===== config.mk =====
export PLATFORM = sky130hd
export DESIGN_NAME = alu_sched
export DESIGN_NICKNAME = d
export VERILOG_FILES = /design/src/rtl/alu_pkg.sv /design/src/rtl/alu_sched_rr_arbiter.sv /design/src/rtl/alu_sched.sv
export SDC_FILE = /design/constraint.sdc
export NUM_CORES = 1
export LEC_CHECK = 0
export CAP_MARGIN = 20
export CORE_ASPECT_RATIO = 1.75
export CORE_MARGIN = 3
export CORE_UTILIZATION = 39
export DETAILED_ROUTE_END_ITERATION = 6
export HOLD_SLACK_MARGIN = 0.08
export PLACE_DENSITY = 0.79
export SLEW_MARGIN = 20
export SYNTH_ARGS = -nofsm -noshare
export SYNTH_HDL_FRONTEND = slang
export SYNTH_SLANG_ARGS = --single-unit

===== constraint.sdc =====
create_clock -name clk -period 4.4 [get_ports clk]
set_clock_uncertainty 0.2 [all_clocks]
set_input_delay 0.88 -clock clk [delete_from_list [all_inputs] [get_ports clk]]
set_output_delay 0.88 -clock clk [all_outputs]
set_load 0.05 [all_outputs]

===== src/rtl/alu_pkg.sv =====
// Shared opcode, flag and FSM definitions for the ALU request scheduler.
// Latency: n/a (type and constant package only).
// Backpressure: n/a.
package alu_pkg;

    localparam logic [3:0] OP_ADD  = 4'h0;
    localparam logic [3:0] OP_SUB  = 4'h1;
    localparam logic [3:0] OP_AND  = 4'h2;
    localparam logic [3:0] OP_OR   = 4'h3;
    localparam logic [3:0] OP_XOR  = 4'h4;
    localparam logic [3:0] OP_NOT  = 4'h5;
    localparam logic [3:0] OP_SHL  = 4'h6;
    localparam logic [3:0] OP_SHR  = 4'h7;
    localparam logic [3:0] OP_INC  = 4'h8;
    localparam logic [3:0] OP_DEC  = 4'h9;
    localparam logic [3:0] OP_SLT  = 4'hA;
    localparam logic [3:0] OP_LAST = OP_SLT;

    localparam int FLAG_C = 0;
    localparam int FLAG_V = 1;
    localparam int FLAG_Z = 2;
    localparam int FLAG_N = 3;

    typedef enum logic [1:0] {
        IDLE    = 2'd0,
        ISSUE   = 2'd1,
        CAPTURE = 2'd2,
        RESP    = 2'd3
    } state_t;

    typedef struct packed {
        logic [3:0] op;
        logic [7:0] a;
        logic [7:0] b;
    } alu_req_t;

    function automatic logic op_legal(input logic [3:0] op);
        return op <= OP_LAST;
    endfunction

endpackage


===== src/rtl/alu_sched_rr_arbiter.sv =====
// Round-robin one-hot grant; search begins one past the last granted index.
// Latency: purely combinational, the caller owns the pointer register.
// Backpressure: none, grants whatever is requested this cycle.
module rr_arbiter #(
    parameter int N     = 4,
    parameter int IDX_W = 2
) (
    input  logic [N-1:0]     req,
    input  logic [IDX_W-1:0] ptr,
    output logic [N-1:0]     gnt,
    output logic [IDX_W-1:0] gnt_idx
);

    logic [IDX_W-1:0] idx;

    always_comb begin
        gnt     = '0;
        gnt_idx = '0;
        idx     = '0;
        for (int i = 1; i <= N; i++) begin
            idx = IDX_W'((int'(ptr) + i) % N);
            if (req[idx] && (gnt == '0)) begin
                gnt[idx] = 1'b1;
                gnt_idx  = idx;
            end
        end
    end

endmodule


===== src/rtl/alu_sched.sv =====
// Shares one registered ALU between NUM_REQ requesters; optional ALU_SCHED_PRIO_EN gives requester 0 strict priority.
// Latency: legal op accept T -> alu_en T+1 -> capture T+2 -> resp_valid T+3; illegal op resp_valid T+1.
// Backpressure: response held until resp_ready; no request is accepted until the response drains.
module alu_sched
    import alu_pkg::*;
#(
    parameter int NUM_REQ = 4,
    parameter int ID_W    = 2
) (
    input  logic                 clk,
    input  logic                 rst,
    input  logic [NUM_REQ-1:0]   req_valid,
    output logic [NUM_REQ-1:0]   req_ready,
    input  logic [NUM_REQ*8-1:0] req_a,
    input  logic [NUM_REQ*8-1:0] req_b,
    input  logic [NUM_REQ*4-1:0] req_op,
    output logic                 resp_valid,
    input  logic                 resp_ready,
    output logic [ID_W-1:0]      resp_id,
    output logic [7:0]           resp_out,
    output logic [3:0]           resp_flags,
    output logic                 resp_err,
    output logic                 alu_en,
    output logic [7:0]           alu_a,
    output logic [7:0]           alu_b,
    output logic [3:0]           alu_op,
    input  logic [7:0]           alu_out,
    input  logic [3:0]           alu_flags
);

    state_t             state;
    logic [ID_W-1:0]    ptr;
    logic [NUM_REQ-1:0] arb_req;
    logic [NUM_REQ-1:0] gnt_rr;
    logic [ID_W-1:0]    gnt_idx_rr;
    logic [NUM_REQ-1:0] gnt;
    logic [ID_W-1:0]    gnt_idx;
    alu_req_t           sel;

`ifdef ALU_SCHED_PRIO_EN
    // Requester 0 bypasses the ring; the others rotate among themselves.
    assign arb_req = {req_valid[NUM_REQ-1:1], 1'b0};
`else
    assign arb_req = req_valid;
`endif

    rr_arbiter #(
        .N     (NUM_REQ),
        .IDX_W (ID_W)
    ) u_arb (
        .req     (arb_req),
        .ptr     (ptr),
        .gnt     (gnt_rr),
        .gnt_idx (gnt_idx_rr)
    );

    always_comb begin
        gnt     = gnt_rr;
        gnt_idx = gnt_idx_rr;
`ifdef ALU_SCHED_PRIO_EN
        if (req_valid[0]) begin
            gnt     = NUM_REQ'(1);
            gnt_idx = '0;
        end
`endif
    end

    always_comb begin
        sel.op = req_op[4*gnt_idx +: 4];
        sel.a  = req_a[8*gnt_idx +: 8];
        sel.b  = req_b[8*gnt_idx +: 8];
    end

    // Accept is same-cycle so a requester that drops valid is never granted.
    assign req_ready = (state == IDLE && !rst) ? gnt : '0;

    always_ff @(posedge clk) begin
        if (rst) begin
            state      <= IDLE;
            ptr        <= ID_W'(NUM_REQ - 1);
            alu_en     <= 1'b0;
            alu_a      <= '0;
            alu_b      <= '0;
            alu_op     <= '0;
            resp_valid <= 1'b0;
            resp_id    <= '0;
            resp_out   <= '0;
            resp_flags <= '0;
            resp_err   <= 1'b0;
        end else begin
            alu_en <= 1'b0;
            case (state)
                IDLE: begin
                    if (|gnt) begin
                        ptr     <= gnt_idx;
                        resp_id <= gnt_idx;
                        if (op_legal(sel.op)) begin
                            alu_en <= 1'b1;
                            alu_a  <= sel.a;
                            alu_b  <= sel.b;
                            alu_op <= sel.op;
                            state  <= ISSUE;
                        end else begin
                            resp_out   <= '0;
                            resp_flags <= '0;
                            resp_err   <= 1'b1;
                            resp_valid <= 1'b1;
                            state      <= RESP;
                        end
                    end
                end
                ISSUE: begin
                    state <= CAPTURE;
                end
                CAPTURE: begin
                    resp_out   <= alu_out;
                    resp_flags <= alu_flags;
                    resp_err   <= 1'b0;
                    resp_valid <= 1'b1;
                    state      <= RESP;
                end
                RESP: begin
                    if (resp_ready) begin
                        resp_valid <= 1'b0;
                        state      <= IDLE;
                    end
                end
                default: state <= IDLE;
            endcase
        end
    end

endmodule


==> results.py, run 1 <==
metrics = {
    "global_route": {
        "grt_usage_pct": 21.3,
        "grt_pass1_vias": 3436,
        "grt_max_degree": 49,
        "antenna_found_initial": 0,
        "gr-total-overflow": 0,
        "grt_pass1_wl_microns": 15700,
    },
    "logic_synthesis": {
        "syn_avg_cell_area_sq_um": 8.70,
        "syn-cell-area_sq_um": 3140,
        "synth.area.top_cells": "dfxtp_1 26%, mux2i_1 12%, mux2_2 7.5%",
        "yosysSeqAreaShare_pct": 26.1,
        "yosysWarnings": 0,
        "synth_edf_count": 0,
        "yosys.area.top_type": "dfxtp_1",
        "ys_ff_latch": 41,
        "async_flop_share_pct": 0,
        "synth_cells": 361,
        "yosys.area.top_type_share_pct": 26.1,
        "ys_dominant_reg_cell": "dfxtp_1",
        "yosysUniqueCellTypes": 62,
        "synthesis.nets": 473,
    },
    "setup_path": {
        "crit_slowest_cell": "mux4_2",
        "cp_top_family": "buffers and inverters",
        "crit_fanout": 7,
        "critPathBufInv": 4,
        "crit_path_frequent_cell": "buf_4",
        "cp_cell_sequence": "clkdlybuf4s50_1 > mux4_2 > buf_4 > o31ai_2 > nand3_1 > a21oi_2 > nor2_4 > buf_4 > a21oi_1 > nor2_2 > buf_12",
        "cp-end-kind": "output port",
        "startpoint_type": "primary input",
        "path_class": "primary input to output port",
        "critPathArrivalTime_ns": 3.25,
        "cp.required_ns": 3.32,
        "critPathMaxStageDelay_ns": 0.55,
    },
    "floorplanning": {
        "fp.dieW_microns": 73.8,
        "ioPinCount": 140,
        "initial_core_util_pct": 40.7,
        "core-area_sq_um": 7720,
        "dieArea_sq_um": 9210,
        "die_h_microns": 125,
        "num_rows": 42,
    },
    "final_layout": {
        "fin_nets": 631,
        "final_layout_size_suffix_gt1_share_pct": 20.6,
        "n_fill_cell": 642,
        "syn_to_final_growth_pct": 64.1,
        "diodes": 0,
        "final_area_sq_um": 5160,
    },
    "power_and_ir_drop": {
        "p_sw_mw": 2.19,
        "total_power_mw": 4.72,
        "p_int_mw": 2.53,
        "combPwrFrac_pct": 79.9,
        "swShare_pct": 46.3,
        "power_density_nw_per_um2": 915,
        "power_frac_clock_pct": 8.9,
        "leakage_nw": 2.12,
        "pwr-share-seq_pct": 11.2,
        "ir_drop_uv": 669,
    },
    "clocking": {
        "htree_num_levels": 2,
        "clk_latency_ns": 0.28,
        "clockRootBuffer": "clkbuf_16",
        "cts_tree": "done",
        "path_clk_slew_ns": 0.06,
        "cts-buffers-inserted": 5,
        "cts_max_path_buffers": 2,
        "numClockSinks": 41,
    },
    "place": {
        "gp_congestion": 0.975,
        "portBuffers": 139,
        "place_area_sq_um": 4820,
        "dp_slack_ns": -0.216,
        "hpwl_microns": 7870,
    },
    "timing": {
        "tightest_slew_ns": 0.557,
        "finalCritPeriodShare_pct": 98.4,
        "period_needed_ns": 4.33,
        "setup_ws_ns": 0.0692,
        "setup_viol": 0,
        "fmax_mhz": 231,
        "slew_headroom_pct": 62.8,
        "hold_ws_ns": 0.254,
        "hold_viol_final": 0,
        "slew_violations": 0,
    },
    "detailed_routing": {
        "drtAntennaViolNets": 0,
        "drtIter0Drc": 163,
        "drcViolationCount": 0,
        "dr_total_vias": 3308,
        "wire_per_inst_microns": 16.4,
        "first_pass_iters": 4,
        "drt_wl_total_microns": 10000,
        "viasPerCell": 5.44,
    },
    "status": {
        "status": "complete, no violations",
    },
    "run": {
        "maxCapViolCount": 0,
    },
    "hold_path": {
        "worstHoldPathType": "flop to flop",
    },
}
layer usage:
layer / track usage (%) / share of wire (%) / routed length [microns] / vias to the layer above
met3: 3.96 / 4.9 / 486 / 15
met5: 0 / 0 / 0 / -
li1: - / - / - / 1645
met2: 41.5 / 58 / 5800 / 101
met1: 21.1 / 35 / 3500 / 1547
met4: 7.47 / 2.1 / 212 / 0
power by group through the flow:
| stage | combinational [mW] | sequential (mW) | clock [mW] |
|---|---|---|---|
| 6_report | 3.77 | 0.529 | 0.419 |
| 5_1_grt | 4.04 | 0.540 | 0.444 |
| 4_1_cts | 3.54 | 0.530 | 0.425 |
| 3_5_place_dp | 3.51 | 0.537 | 0 |
| 3_3_place_gp | 3.44 | 0.534 | 0 |
| 2_1_floorplan | 2.24 | 0.801 | 0 |
sequential cells by signal (all words and copies together), names as in the netlist, 2 cells and up:
register	count
resp_flags	4
resp_id	2
alu_b	8
alu_op	4
ptr	2
state	2
resp_out	8
alu_a	8
layout make-up:
cell class / count / area (sq um) / share of cell area [%]
Multi-Input combinational cell: 275 / 2210 / 42.9
Timing Repair Buffer: 174 / 1760 / 34.1
Sequential cell: 41 / 821 / 15.9
Clock buffer: 7 / 143 / 2.77
Tap cell: 88 / 110 / 2.14
Inverter: 22 / 82.6 / 1.60
Clock inverter: 1 / 30.0 / 0.582
cell usage after synthesis, types with 2 or more instances:
cell	instances
mux2i_1	37
o211ai_1	16
mux2_4	2
a21oi_1	7
buf_4	2
a31o_2	2
a22oi_1	3
mux2_2	21
buf_6	3
nand2_1	47
nor2b_1	4
nor3_1	7
dfxtp_1	41
a21oi_2	2
mux4_2	3
nor2_1	20
clkbuf_1	9
o21ai_1	2
and4_1	4
a31oi_1	2
o31ai_1	2
o22ai_1	13
o21ai_0	3
buf_1	2
nand3_1	17
a21o_1	5
buf_2	6
a21boi_0	5
and3_1	2
a311oi_1	4
a211oi_1	5
ha_1	13
inv_1	21
placed cells by master, fill, tap and decap left out, drive strengths merged, types with 2 or more instances in the layout:
cell | synthesis | final
a211oi | 6 | 6
a21bo | 2 | 2
a21boi | 6 | 6
a21o | 5 | 5
a21oi | 9 | 9
a22oi | 3 | 3
a311oi | 4 | 4
a31o | 2 | 2
a31oi | 3 | 3
and3 | 2 | 2
and4 | 4 | 4
buf | 14 | 38
clkbuf | 9 | 8
clkdlybuf4s50 | 0 | 132
dfxtp | 41 | 41
dlymetal6s2s | 0 | 3
ha | 13 | 13
inv | 21 | 21
mux2 | 23 | 23
mux2i | 38 | 38
mux4 | 3 | 3
nand2 | 48 | 48
nand3 | 18 | 18
nor2 | 21 | 21
nor2b | 4 | 4
nor3 | 7 | 7
o211ai | 18 | 18
o21ai | 5 | 5
o22ai | 14 | 14
o311ai | 2 | 2
o31ai | 3 | 3
or4 | 2 | 2
worst reg2reg max path: stages, from the launching register on:
cell	delay, ns
dfxtp_1	0.42
inv_1	0.12
ha_1	0.43
mux4_2	0.41
buf_4	0.20
o21ai_2	0.09
o311ai_2	0.17
a21o_2	0.30
buf_4	0.16
nand3_1	0.11
o311ai_4	0.12
buf_4	0.16
mux2_4	0.31
o22ai_4	0.24
a21o_4	0.20
buf_12	0.14
mux2i_1	0.20
kinds of logic after synthesis:
| group | Yosys count | synth area share [%] |
|---|---|---|
| AOI/OAI and AO/OA | 87 | 22.1 |
| adders and majority gates | 13 | 5.18 |
| buffers and inverters | 45 | 6.93 |
| DFF | 41 | 26.1 |
| muxes | 64 | 22.9 |
| and+or+nand+nor | 111 | 16.8 |
path summary, 6_finish.rpt:
check	start	end	slack (ns)	cells after the start
worst max-delay path	req_valid[0]	req_ready[3]	0.07	11
worst min-delay path	alu_a[7]	alu_a[7]	0.25	2
worst max register to register	ptr[0]	alu_a[3]	0.35	16
worst min register to register	alu_a[7]	alu_a[7]	0.25	2
what timing repair did:
item	4_1_cts	5_1_grt
hold buffers	0	0
gates cloned	0	1
setup endpoints to repair	3	34
gates resized for setup	5	19
buffers inserted	0	4
pin swaps	0	5
per-stage QoR:
| step | util, % | TNS [ns] | instances |
|---|---|---|---|
| floorplan | - | 0 | 361 |
| global placement | 62.4 | -2.45 | 595 |
| detailed placement | 62.4 | -5.28 | 595 |
| CTS | 64.8 | -0.0358 | 603 |
| global route | 66.7 | -0.305 | 608 |
| finish | 66.7 | 0 | 608 |
No activity file was read; power rests on OpenSTA's default activity.
==> inputs of run 2 (changes only) <==
Settings changed: ABC_AREA set to 0, CORE_MARGIN 3 to not set.
==> run 2 against run 1 <==
Hold slack better by 0.0053 ns. Sequential cell count is the same. Non-clock buffer count up 2. Cell count grew 0.49%. Sequential power barely moved. Combinational power grew 3%.
==> results.py, run 2 (synthesis gave the netlist of run 1 again) <==
metrics = {
    "status": {
        "status": "complete, no violations",
    },
    "setup_path": {
        "startpoint_type": "flop",
        "timing.rr.start": "ptr[1]",
        "critPathArrivalTime_ns": 4.02,
        "crit_slowest_cell": "mux4_2",
        "startpoint": "ptr[1]",
        "cp-end-kind": "flop",
        "crit_fanout": 8,
        "critPathMaxStageDelay_ns": 0.45,
        "cp_cell_sequence": "clkinv_1 > ha_1 > mux4_2 > a21bo_4 > o211ai_4 > buf_4 > mux2i_2 > buf_4 > a211oi_2 > a311oi_1 > mux2_4 > o22ai_4 > a21o_4 > clkbuf_16 > mux2i_1",
        "cp.required_ns": 4.37,
        "crit_path_frequent_cell": "buf_4",
        "path_class": "flop to flop",
    },
    "floorplanning": {
        "ioPinCount": 140,
        "fp.dieW_microns": 69.8,
        "die_h_microns": 121,
        "num_rows": 43,
        "dieArea_sq_um": 8430,
        "core-area_sq_um": 7860,
        "initial_core_util_pct": 40.0,
    },
    "global_route": {
        "grt_pass1_wl_microns": 15500,
        "grt_max_degree": 49,
        "gr-total-overflow": 0,
        "met3_usage_pct": 4.42,
        "grt_pass1_vias": 3365,
        "met1_usage_pct": 22.5,
        "grt_usage_pct": 23.0,
        "antenna_found_initial": 0,
        "grtUsageMet2_pct": 44.7,
        "top_usage_layer": "met2",
    },
    "timing": {
        "period_needed_ns": 4.06,
        "finalCritPeriodShare_pct": 92.2,
        "fmax_mhz": 246,
        "tns_ns": 0,
        "hold_viol_final": 0,
        "rsz0062_at_grt": "no",
        "tightest_slew_ns": 0.542,
        "setup_viol": 0,
        "slew_headroom_pct": 63.7,
        "slew_violations": 0,
    },
    "final_layout": {
        "final_common_cell": "clkdlybuf4s50_1",
        "diodes": 0,
        "fin_cells": 611,
        "final_area_sq_um": 5180,
        "fin_nets": 633,
        "final_layout_size_suffix_gt1_share_pct": 20.3,
        "syn_to_final_growth_pct": 64.8,
        "n_fill_cell": 648,
        "reg.largest.list": "alu_a (8), alu_b (8), resp_out (8)",
        "most-common-layout-cells": "131 x clkdlybuf4s50_1, 47 x nand2_1, 41 x dfxtp_1, 36 x mux2i_1, 32 x buf_4",
        "final_util_pct": 65.9,
    },
    "detailed_routing": {
        "drtAntennaViolNets": 0,
        "dr_total_vias": 3310,
        "drtIter0Drc": 81,
        "drt_wl_total_microns": 9960,
        "first_pass_iters": 4,
        "viasPerCell": 5.42,
        "wire_per_inst_microns": 16.3,
        "drcViolationCount": 0,
    },
    "place": {
        "place_area_sq_um": 4870,
        "hpwl_microns": 7800,
        "portBuffers": 139,
        "gp_congestion": 0.877,
        "place_inst": 602,
    },
    "power_and_ir_drop": {
        "combPwrFrac_pct": 81.4,
        "total_power_mw": 4.77,
        "p_sw_mw": 2.22,
        "power_frac_clock_pct": 7.6,
        "power_density_nw_per_um2": 921,
        "p_int_mw": 2.55,
        "leakage_nw": 2.13,
        "ir_drop_uv": 517,
        "swShare_pct": 46.5,
        "pwr-share-seq_pct": 11.1,
    },
    "clocking": {
        "ctsHoldBuffers": 0,
        "cts_max_path_buffers": 2,
        "numClockSinks": 41,
        "clockRootBuffer": "clkbuf_16",
        "clk_latency_ns": 0.28,
        "htree_num_levels": 2,
        "path_clk_slew_ns": 0.05,
        "cts_tree": "done",
        "cts-buffers-inserted": 5,
    },
    "hold_path": {
        "worstHoldPathType": "flop to flop",
        "min-delay-start": "alu_b[7]",
    },
    "run": {
        "maxCapViolCount": 0,
    },
}
==> run 2: worst paths after layout <==
path | endpoint | slack [ns] | cells past startpoint
setup / recovery | alu_a[4] | 0.34 | 15
hold reg to reg | alu_b[7] | 0.26 | 2
hold / removal | alu_b[7] | 0.26 | 2
setup reg to reg | alu_a[4] | 0.34 | 15
==> run 2: timing repair <==
| action | 4_1_cts | 5_1_grt |
|---|---|---|
| gates resized for setup | 1 | 24 |
| cloned | 0 | 1 |
| setup buffers | 0 | 1 |
| pin swaps | 0 | 6 |
| endpoints found under the setup margin | 1 | 38 |
==> run 2: power by group through the flow <==
stage | Sequential, mW | Combinational, mW | Clock (mW)
floorplan | 0.801 | 2.24 | 0
global placement | 0.531 | 3.53 | 0
detailed placement | 0.535 | 3.58 | 0
CTS | 0.530 | 3.59 | 0.371
global route | 0.540 | 4.15 | 0.381
finish | 0.529 | 3.88 | 0.361
==> run 2: area by class of cell <==
class                   count  area, sq um  share of cell area (%)
clock buffers               7          143                    2.75
inverters                  22         82.6                    1.59
multi-input cells         275         2230                    43.1
flip-flops and latches     41          821                    15.9
well taps                  90          113                    2.17
repair buffers            176         1790                    34.5
==> run 2: critical path: cells and delay by family, from the launching register on <==
family	cells	cell delay (ns)
AOI/OAI and AO/OA	6	1.22
adders and majority gates	1	0.44
buffers and inverters	4	0.67
DFF	1	0.33
muxes	4	1.06
==> run 2: routing by layer <==
metal,share of wire [%],up-vias
met4,3.2,0
met3,4.6,22
li1,-,1647
met2,58,103
met1,35,1538
met5,0,-
==> run 2: stage by stage <==
step	hold slack, ns	worst slack (ns)
floorplan	0.336	0.305
global placement	0.240	-0.213
detailed placement	0.253	-0.292
CTS	0.261	0.00110
global route	0.289	0.161
finish	0.259	0.343
